`src/rtl/teal_latch_pkg.sv`:
```
// Shared types and helpers for the teal_latch_bank multi-channel event latch.
package teal_latch_pkg;

  typedef logic [7:0]  uint8;
  typedef logic [15:0] uint16;
  typedef logic [31:0] uint32;
  typedef logic [63:0] uint64;

  typedef enum logic {
    EMPTY = 1'b0,
    FULL  = 1'b1
  } latch_state_e;

  // A single channel still needs a 1-bit index port.
  function automatic int ch_idx_w(input int num_ch);
    return (num_ch > 1) ? $clog2(num_ch) : 1;
  endfunction

endpackage

```
`src/rtl/teal_latch_chan.sv`:
```
// One latch channel: holds a captured word and its saturating overflow count
// until the arbiter drains it; clear beats load, load beats a plain set.
module teal_latch_chan
  import teal_latch_pkg::*;
#(
  parameter int DATA_W    = 32,
  parameter int OVF_W     = 8,
  parameter int OVERWRITE = 0
) (
  input  logic              clk,
  input  logic              reset,
  input  logic              set_valid,
  input  logic [DATA_W-1:0] set_data,
  input  logic              clear,
  input  logic              load,
  output logic              full,
  output logic [DATA_W-1:0] data,
  output logic [OVF_W-1:0]  ovf
);

  latch_state_e state;

  // NOTE: state registers use non-blocking assignments so every channel and
  // the output register all sample the same pre-edge values.
  always_ff @(posedge clk or posedge reset) begin
    if (reset) begin
      state <= EMPTY;
      data  <= '0;
      ovf   <= '0;
    end else if (clear) begin
      state <= EMPTY;
      ovf   <= '0;
    end else if (load) begin
      ovf <= '0;
      if (set_valid) begin
        state <= FULL;
        data  <= set_data;
      end else begin
        state <= EMPTY;
      end
    end else if (set_valid) begin
      if (state == EMPTY) begin
        state <= FULL;
        data  <= set_data;
        ovf   <= '0;
      end else begin
        if (ovf != '1) ovf <= ovf + OVF_W'(1);
        if (OVERWRITE != 0) data <= set_data;
      end
    end
  end

  assign full = (state == FULL);

endmodule

```
`src/rtl/teal_latch_bank.sv`:
```
// NUM_CH event latches drained round-robin through one valid/ready output
// register that snapshots the word, its source channel and overflow count.
module teal_latch_bank
  import teal_latch_pkg::*;
#(
  parameter int NUM_CH    = 4,
  parameter int DATA_W    = 32,
  parameter int OVF_W     = 8,
  parameter int OVERWRITE = 0,
  localparam int CH_W     = ch_idx_w(NUM_CH)
) (
  input  logic                     clk,
  input  logic                     reset,
  input  logic [NUM_CH-1:0]        set_valid,
  input  logic [NUM_CH*DATA_W-1:0] set_data,
  input  logic [NUM_CH-1:0]        clear,
  output logic [NUM_CH-1:0]        pending,
  output logic                     out_valid,
  input  logic                     out_ready,
  output logic [DATA_W-1:0]        out_data,
  output logic [CH_W-1:0]          out_ch,
  output logic [OVF_W-1:0]         out_ovf
);

  logic [NUM_CH-1:0] ch_full;
  logic [NUM_CH-1:0] eligible;
  logic [NUM_CH-1:0] load_vec;
  logic [DATA_W-1:0] ch_data [NUM_CH];
  logic [OVF_W-1:0]  ch_ovf  [NUM_CH];

  logic [CH_W-1:0]   rr_ptr;
  logic [CH_W-1:0]   grant_idx;
  logic              grant_found;
  logic              load_en;
  logic [DATA_W-1:0] sel_data;
  logic [OVF_W-1:0]  sel_ovf;

  for (genvar i = 0; i < NUM_CH; i++) begin : g_chan
    teal_latch_chan #(
      .DATA_W    (DATA_W),
      .OVF_W     (OVF_W),
      .OVERWRITE (OVERWRITE)
    ) u_chan (
      .clk       (clk),
      .reset     (reset),
      .set_valid (set_valid[i]),
      .set_data  (set_data[i*DATA_W +: DATA_W]),
      .clear     (clear[i]),
      .load      (load_vec[i]),
      .full      (ch_full[i]),
      .data      (ch_data[i]),
      .ovf       (ch_ovf[i])
    );
  end

  // A channel being cleared this cycle must not be handed to the output.
  assign eligible = ch_full & ~clear;
  assign pending  = ch_full;
  assign load_en  = (!out_valid || out_ready) && (|eligible);

  // Two passes give "first at or after the pointer, else first from zero"
  // without modulo arithmetic on non-power-of-two channel counts.
  // NOTE: every always_comb output gets a default first so no latch is inferred.
  always_comb begin
    grant_found = 1'b0;
    grant_idx   = '0;
    for (int i = 0; i < NUM_CH; i++) begin
      if (!grant_found && eligible[i] && (CH_W'(i) >= rr_ptr)) begin
        grant_found = 1'b1;
        grant_idx   = CH_W'(i);
      end
    end
    for (int i = 0; i < NUM_CH; i++) begin
      if (!grant_found && eligible[i]) begin
        grant_found = 1'b1;
        grant_idx   = CH_W'(i);
      end
    end
  end

  always_comb begin
    load_vec = '0;
    sel_data = '0;
    sel_ovf  = '0;
    for (int i = 0; i < NUM_CH; i++) begin
      if (grant_idx == CH_W'(i)) begin
        load_vec[i] = load_en;
        sel_data    = ch_data[i];
        sel_ovf     = ch_ovf[i];
      end
    end
  end

  always_ff @(posedge clk or posedge reset) begin
    if (reset) begin
      out_valid <= 1'b0;
      out_data  <= '0;
      out_ch    <= '0;
      out_ovf   <= '0;
      rr_ptr    <= '0;
    end else if (load_en) begin
      out_valid <= 1'b1;
      out_data  <= sel_data;
      out_ch    <= grant_idx;
      out_ovf   <= sel_ovf;
      rr_ptr    <= (grant_idx == CH_W'(NUM_CH - 1)) ? '0 : grant_idx + CH_W'(1);
    end else if (out_ready) begin
      out_valid <= 1'b0;
    end
  end

endmodule

```
`config.mk`:
```
export PLATFORM = sky130hd
export DESIGN_NAME = teal_latch_bank
export DESIGN_NICKNAME = d
export VERILOG_FILES = /design/src/rtl/teal_latch_pkg.sv /design/src/rtl/teal_latch_chan.sv /design/src/rtl/teal_latch_bank.sv
export SDC_FILE = /design/constraint.sdc
export NUM_CORES = 1
export LEC_CHECK = 0
export BUFFER_PORTS_ARGS = -buffer_cell sky130_fd_sc_hd__buf_2
export CAP_MARGIN = 10
export CORE_ASPECT_RATIO = 1.5
export CORE_MARGIN = 1
export CORE_UTILIZATION = 35
export CTS_BUF_LIST = sky130_fd_sc_hd__clkbuf_4
export DETAILED_ROUTE_END_ITERATION = 6
export SLEW_MARGIN = 20
export SYNTH_ARGS = -nofsm -noshare
export SYNTH_HDL_FRONTEND = slang
export SYNTH_HIERARCHICAL = 1
export SYNTH_SLANG_ARGS = --single-unit
```
`constraint.sdc`:
```
create_clock -name clk -period 3.55 [get_ports clk]
set_input_delay 0.71 -clock clk [delete_from_list [all_inputs] [get_ports clk]]
set_output_delay 0.71 -clock clk [all_outputs]
set_load 0.05 [all_outputs]
```
### Yosys cells after proc, flatten, opt, wreduce, memory -nomap -nowiden

Cells that the tools add are included.

| cells by class | value |
|---|---|
| $add $sub $neg | 5 |
| mux-type cells | 81 |
| magnitude comparators | 4 |
| bitwise logic cells | 6 |
| reduce and logical (&&, ||, !) cells | 36 |
| eq/ne operators | 15 |

Operator list:

| kind | count |
|---|---|
| $mux 32 | 20 |
| $mux 8 | 24 |
| $add 8x1->8 const B | 4 |
| $ne 8x8->1 const B | 4 |
| $mux 1 | 30 |
| $ne 4x3->1 const B | 4 |
| $mux 2 | 7 |
| $logic_and 1x1->1 | 12 |
| $reduce_and 3->1 | 4 |
| $reduce_bool 3->1 | 4 |
| $logic_not 1->1 | 8 |
| $ne 2x1->1 const B | 4 |
| $reduce_and 2->1 | 4 |
| $and 4x4->4 | 1 |
| $eq 2x2->1 const B | 2 |
| $ge 1x2->1 const A | 2 |
| $ge 2x2->1 const A | 2 |
| $not 1->1 | 4 |
| $not 4->4 | 1 |
| $reduce_or 4->1 | 1 |
| $add 2x1->2 const B | 1 |
| $eq 2x1->1 const B | 1 |
| $logic_not 2->1 | 1 |
| $reduce_bool 2->1 | 1 |
| $logic_or 1x1->1 | 1 |

| word-level totals | value |
|---|---|
| bits in registers | 209 |
| input port bits | 139 |
| output and inout port bits | 47 |
| word-level logic and storage cells | 164 |

### Logic depth before layout (Yosys ltp)

| depth | value |
|---|---|
| word-level depth | 33 |
| mapped depth | 14 |

### Cells and area by module

The synthesis kept the hierarchy.

By module, submodules not included:

| module | sequential area each (µm²) | area each (µm²) | cells each | instances |
|---|---|---|---|---|
| teal_latch_chan | 1026.0 | 1716.6 | 127 | 4 |
| teal_latch_bank | 1126.1 | 2991.6 | 365 | 1 |

### Least setup slack after synthesis

Ideal clock, no wire load.

| timing path | value |
|---|---|
| path kind | reg-to-reg |
| start point | reg g_chan[1].u_chan.state |
| end point | reg g_chan[3].u_chan.data[10] |
| setup slack | 0.176 ns |
| required time | 3.425 ns |
| arrival | 3.249 ns |
| library setup time | 0.125 ns |
| stages on the path, launching flop included | 13 |
| clock period less this slack | 3.374 ns |
| cell sequence | dfrtp_1 nor2b_1 o32ai_1 a211o_1 inv_1 ha_1 clkbuf_1 clkbuf_1 and2_1 inv_1 a21oi_2 buf_4 mux2_2 |

| on the way | value |
|---|---|
| word-level cells in the longest chain between the ends | 28 |
| elaborated cells between the ends (all ways) | 37 |

Ends and longest elaborated chain:

| element | RTL line | source |
|---|---|---|
| from (decl) | teal_latch_chan.sv:21 | `latch_state_e state;` |
| from (signal assigned) | teal_latch_chan.sv:27 | `state <= EMPTY;` |
| from (signal assigned) | teal_latch_chan.sv:31 | `state <= EMPTY;` |
| from (signal assigned) | teal_latch_chan.sv:36 | `state <= FULL;` |
| $and 4x4->4 * | teal_latch_bank.sv:57 | `assign eligible = ch_full & ~clear;` |
| $logic_and 1x1->1 (2 in a row) | teal_latch_bank.sv:68 | `if (!grant_found && eligible[i] && (CH_W'(i) >= rr_ptr)) begin` |
| $mux 1 | teal_latch_bank.sv:68 |  |
| $logic_not 1->1 | teal_latch_bank.sv:68 |  |
| $logic_and 1x1->1 (2 in a row) | teal_latch_bank.sv:68 |  |
| $mux 1 | teal_latch_bank.sv:68 |  |
| $logic_not 1->1 | teal_latch_bank.sv:68 |  |
| $logic_and 1x1->1 (2 in a row) | teal_latch_bank.sv:68 |  |
| (+11 left out) | -- |  |
| $logic_and 1x1->1 | teal_latch_bank.sv:74 | `if (!grant_found && eligible[i]) begin` |
| $mux 2 * | teal_latch_bank.sv:74 |  |
| via grant_idx[0] | teal_latch_bank.sv:32 | `logic [CH_W-1:0] grant_idx;` |
| $eq 2x2->1 * | teal_latch_bank.sv:86 | `if (grant_idx == CH_W'(i)) begin` |
| $mux 1 * | teal_latch_bank.sv:86 |  |
| via load_vec[3] | teal_latch_bank.sv:27 | `logic [NUM_CH-1:0] load_vec;` |
| $ne 2x1->1 (no source line) | -- |  |
| $reduce_and 3->1 (no source line) | -- |  |
| to (signal assigned) | teal_latch_chan.sv:37 | `data <= set_data;` |
| to (signal assigned) | teal_latch_chan.sv:44 | `data <= set_data;` |
| to (signal assigned) | teal_latch_chan.sv:48 | `if (OVERWRITE != 0) data <= set_data;` |
| to (decl) | teal_latch_chan.sv:17 | `output logic [DATA_W-1:0] data,` |

Mark *: on every way through the listed nets, which the timed path passes. The rest lies on a longest branch.
A chain may end at the register's enable or synchronous reset.

### Worst setup path after layout

| timing path | value |
|---|---|
| start point | reg g_chan[3].u_chan.state |
| end point | reg g_chan[1].u_chan.data[9] |

| on the way | value |
|---|---|
| word-level cells in the longest chain between the ends | 20 |
| elaborated cells between the ends (all ways) | 27 |

Ends and longest elaborated chain:

| element | RTL line |
|---|---|
| from (decl) | teal_latch_chan.sv:21 |
| from (signal assigned) | teal_latch_chan.sv:27 |
| from (signal assigned) | teal_latch_chan.sv:31 |
| from (signal assigned) | teal_latch_chan.sv:36 |
| $and 4x4->4 * | teal_latch_bank.sv:57 |
| $logic_and 1x1->1 (2 in a row) | teal_latch_bank.sv:68 |
| $mux 1 | teal_latch_bank.sv:68 |
| $logic_not 1->1 | teal_latch_bank.sv:74 |
| $logic_and 1x1->1 | teal_latch_bank.sv:74 |
| $mux 1 | teal_latch_bank.sv:74 |
| $logic_not 1->1 | teal_latch_bank.sv:74 |
| $logic_and 1x1->1 | teal_latch_bank.sv:74 |
| (+5 left out) | -- |
| $logic_and 1x1->1 | teal_latch_bank.sv:74 |
| $mux 2 * | teal_latch_bank.sv:74 |
| via grant_idx[0] | teal_latch_bank.sv:32 |
| $eq 2x1->1 * | teal_latch_bank.sv:86 |
| $mux 1 * | teal_latch_bank.sv:86 |
| via load_vec[1] | teal_latch_bank.sv:27 |
| $ne 2x1->1 (no source line) | -- |
| $reduce_and 3->1 (no source line) | -- |
| to (signal assigned) | teal_latch_chan.sv:37 |
| to (signal assigned) | teal_latch_chan.sv:44 |
| to (signal assigned) | teal_latch_chan.sv:48 |
| to (decl) | teal_latch_chan.sv:17 |

Marked as above.

==> out/qor.txt <==
Status - complete, but fails checks
Violated checks - DRC
Max Buffers Root-to-Sink - 3
Period utilization - 88.5%
Slowest-stage cell, CP - dfrtp_1
Synth Warn # - 6
Worst-path clk slew - 0.08 ns
Die width - 139 um
Max H-tree Level - 2
Inserted Clock Buffers - 54
Total Power - 7900 uW
Largest net degree at the start of global routing - 82
Critical Path Start Type - flop
Most frequent cells in the layout - 209 x dfrtp_1, 185 x buf_2, 124 x mux2_2, 110 x a21oi_1, 80 x clkbuf_4
Largest family of logic cells by synthesized area - compound AO/OA/AOI/OAI gates
# rows - 74
Cell Area, Placed - 11200 um2
Worst setup path category - flop to flop
Cell area after layout - 11800 um2
Initial DRC Count - 415
Peak supply drop - 400 uV
Worst Path Max Fanout - 12
Max Clock Skew - 0.0541 ns
Leakage - 0.00540 uW
WP data required - 4.09 ns
Synth Area per Inst - 11.3 um2
Xor and xnor fraction of the mapped netlist area - 0%
Post-CTS setup buffers - 0
Overflow after GRT - 0
Compound-Gate Fraction of Synth Area - 17.1%
Ports - 186
RSZ-0062 raised after global routing - false
Post-synthesis sequential area ratio - 53.1%
DRC errors left - 14
Syn Nets - 1020
Synth-to-Final Area Change - 20.2%
Setup ws final - 0.409 ns
Post-synth EDFFs - 0
Core area - 27500 um2
Initial Util - 35.8%
Asr flop ratio synth - 100%
Die Height - 208 um
Setup TNS - 0 ns
CP most frequent cell - inv_1
Vias in the first global route - 8242
Synth unique cells - 41
Vias per inst - 5.36
Initial DRT Pass Iterations - 7
Top FF cell, synth - dfrtp_1
Critical Path End Type - flop
Hpwl dp - 19.6 mm
Final hold viol count - 0
Slew Viols, Final - 0
Cell Area, Synth - 9860 um2
Layout cells sized above 1 - 39.2%
Die ar. - 28900 um2
Final setup violation count - 0
FMAX - 0.318 GHz
Post-CTS resize count - 0
Critical Path AT - 3.69 ns
Total Wirelength - 28.7 mm
Min Clock Period, post-route - 3.14 ns
Multiplexer share of the synthesized area - 14.6%
Clock Latency Late Sink - 0.70 ns
Clock tree sinks - 209
Cells after Synth - 873
First-pass GRT wire length - 45.3 mm
CP max stage delay - 0.46 ns
Dpl ws - 0.00872 ns
DRT antenna net count - 0
Clock root buffer - clkbuf_4
Post-DR wirelength/cell - 19.6 um
Worst path bufs/invs - 3
Slew @ Worst Pin - 0.887 ns
CP top delay family - compound AO/OA/AOI/OAI gates
#FFs+latches synth - 209
Port bufs - 185
Total track usage - 20.3%
Relative slew slack - 40.9%
Final nets - 1229
Hold Buf Count CTS - 0
Max Cap Viol - 0
Commonest non-fill, non-tap cell in the layout - dfrtp_1
Routed vias - 7847
Power density cells - 667 nW/um2
Hold crit path type - input pin to async pin
Initial antenna violation count - 2
Final Wtd Congestion - 0.863
Adder-Cell Fraction of Synth Area - 1.02%
Simple-Gate Fraction of Synth Area - 8.66%
CTS tree - yes
Cell Chain, Critical Path - nor2b_1 -> o22ai_1 -> a211o_1 -> inv_1 -> ha_2 -> and2_1 -> inv_1 -> a21oi_4 -> buf_4 -> mux2_2
sequential cells by signal, summed over array words and instances, names as in the netlist:
signal              count
out_ovf                 8
out_valid               1
out_ch                  2
rr_ptr                  2
g_chan.u_chan/data    128
g_chan.u_chan/full      4
out_data               32
g_chan.u_chan/ovf      32
path summary, 6_finish.rpt:
kind | startpoint | to | slack, ns | cells past startpoint
worst min register to register | g_chan[2].u_chan/data[31]$_DFFE_PP0P_ | g_chan[2].u_chan/data[31]$_DFFE_PP0P_ | 0.49 | 1
worst max-delay path | g_chan[3].u_chan/full$_DFFE_PP0P_ | g_chan[1].u_chan/data[9]$_DFFE_PP0P_ | 0.41 | 10
worst max register to register | g_chan[3].u_chan/full$_DFFE_PP0P_ | g_chan[1].u_chan/data[9]$_DFFE_PP0P_ | 0.41 | 10
max in group asynchronous | reset | out_data[22]$_DFFE_PP0P_ | 2.57 | 3
min in group clk | set_data[92] | g_chan[2].u_chan/data[28]$_DFFE_PP0P_ | 0.25 | 2
worst min-delay path | reset | out_data[1]$_DFFE_PP0P_ | 0.09 | 2
cells in the mapped netlist, types with 5 or more instances:
| master | number | area share, % |
|---|---|---|
| mux2_2 | 124 | 14 |
| a22oi_1 | 40 | 3.0 |
| dfrtp_1 | 209 | 53 |
| a221o_1 | 39 | 4.0 |
| a211o_1 | 9 | 0.80 |
| nand2b_1 | 8 | 0.51 |
| inv_1 | 60 | 2.3 |
| buf_6 | 10 | 1.1 |
| nor2_1 | 52 | 2.0 |
| clkbuf_1 | 27 | 1.0 |
| nand3_1 | 16 | 0.81 |
| o22ai_1 | 6 | 0.38 |
| a21oi_1 | 110 | 5.6 |
| buf_4 | 12 | 0.91 |
| ha_1 | 8 | 1.0 |
| nor2b_1 | 5 | 0.32 |
| o21ai_0 | 11 | 0.56 |
| and3_1 | 8 | 0.51 |
| nand2_1 | 32 | 1.2 |
| nor3_1 | 9 | 0.46 |
| o31ai_1 | 13 | 0.99 |
layout make-up:
cell class	instances	area, um2
Antenna cell	3	7.51
Clock buffer	80	601
Clock inverter	12	46.3
Fill cell	2649	15700
Inverter	60	230
Multi-Input combinational cell	551	4130
Sequential cell	209	5230
Tap cell	342	428
Timing Repair Buffer	206	1180
routing by layer:
metal	share of wire, %	routed length, um	GRT usage [%]
met5	0	0	0
met4	2.6	735	7.32
met3	5.6	1620	4.57
met2	54	15500	37.1
met1	38	10900	22.9
kinds of logic after synthesis:
family                     Yosys count
AOI/OAI and AO/OA                  248
muxes                              128
buffers and inverters              113
and+or+nand+nor                    167
adders and majority gates            8
DFF                                209
power breakdown:
part           internal [uW]  total, uW  leakage, uW  switching [uW]
Combinational            933       2600      0.00249            1670
Clock                   1020       2010     0.000389             987
Sequential              2960       3300      0.00252             338
Total                   4910       7900      0.00540            2990
stage by stage:
step | util (%) | std cells | hold WS, ns
after detailed placement | 40.6 | 1367 | 0.475
after floorplan | - | 873 | 0.458
final | 43.1 | 1463 | 0.0906
after global routing | 43.1 | 1462 | 0.0431
after global placement | 40.6 | 1367 | 0.469
after CTS | 42.9 | 1459 | 0.0195
Note: power is estimated with default switching activity, not from simulation.
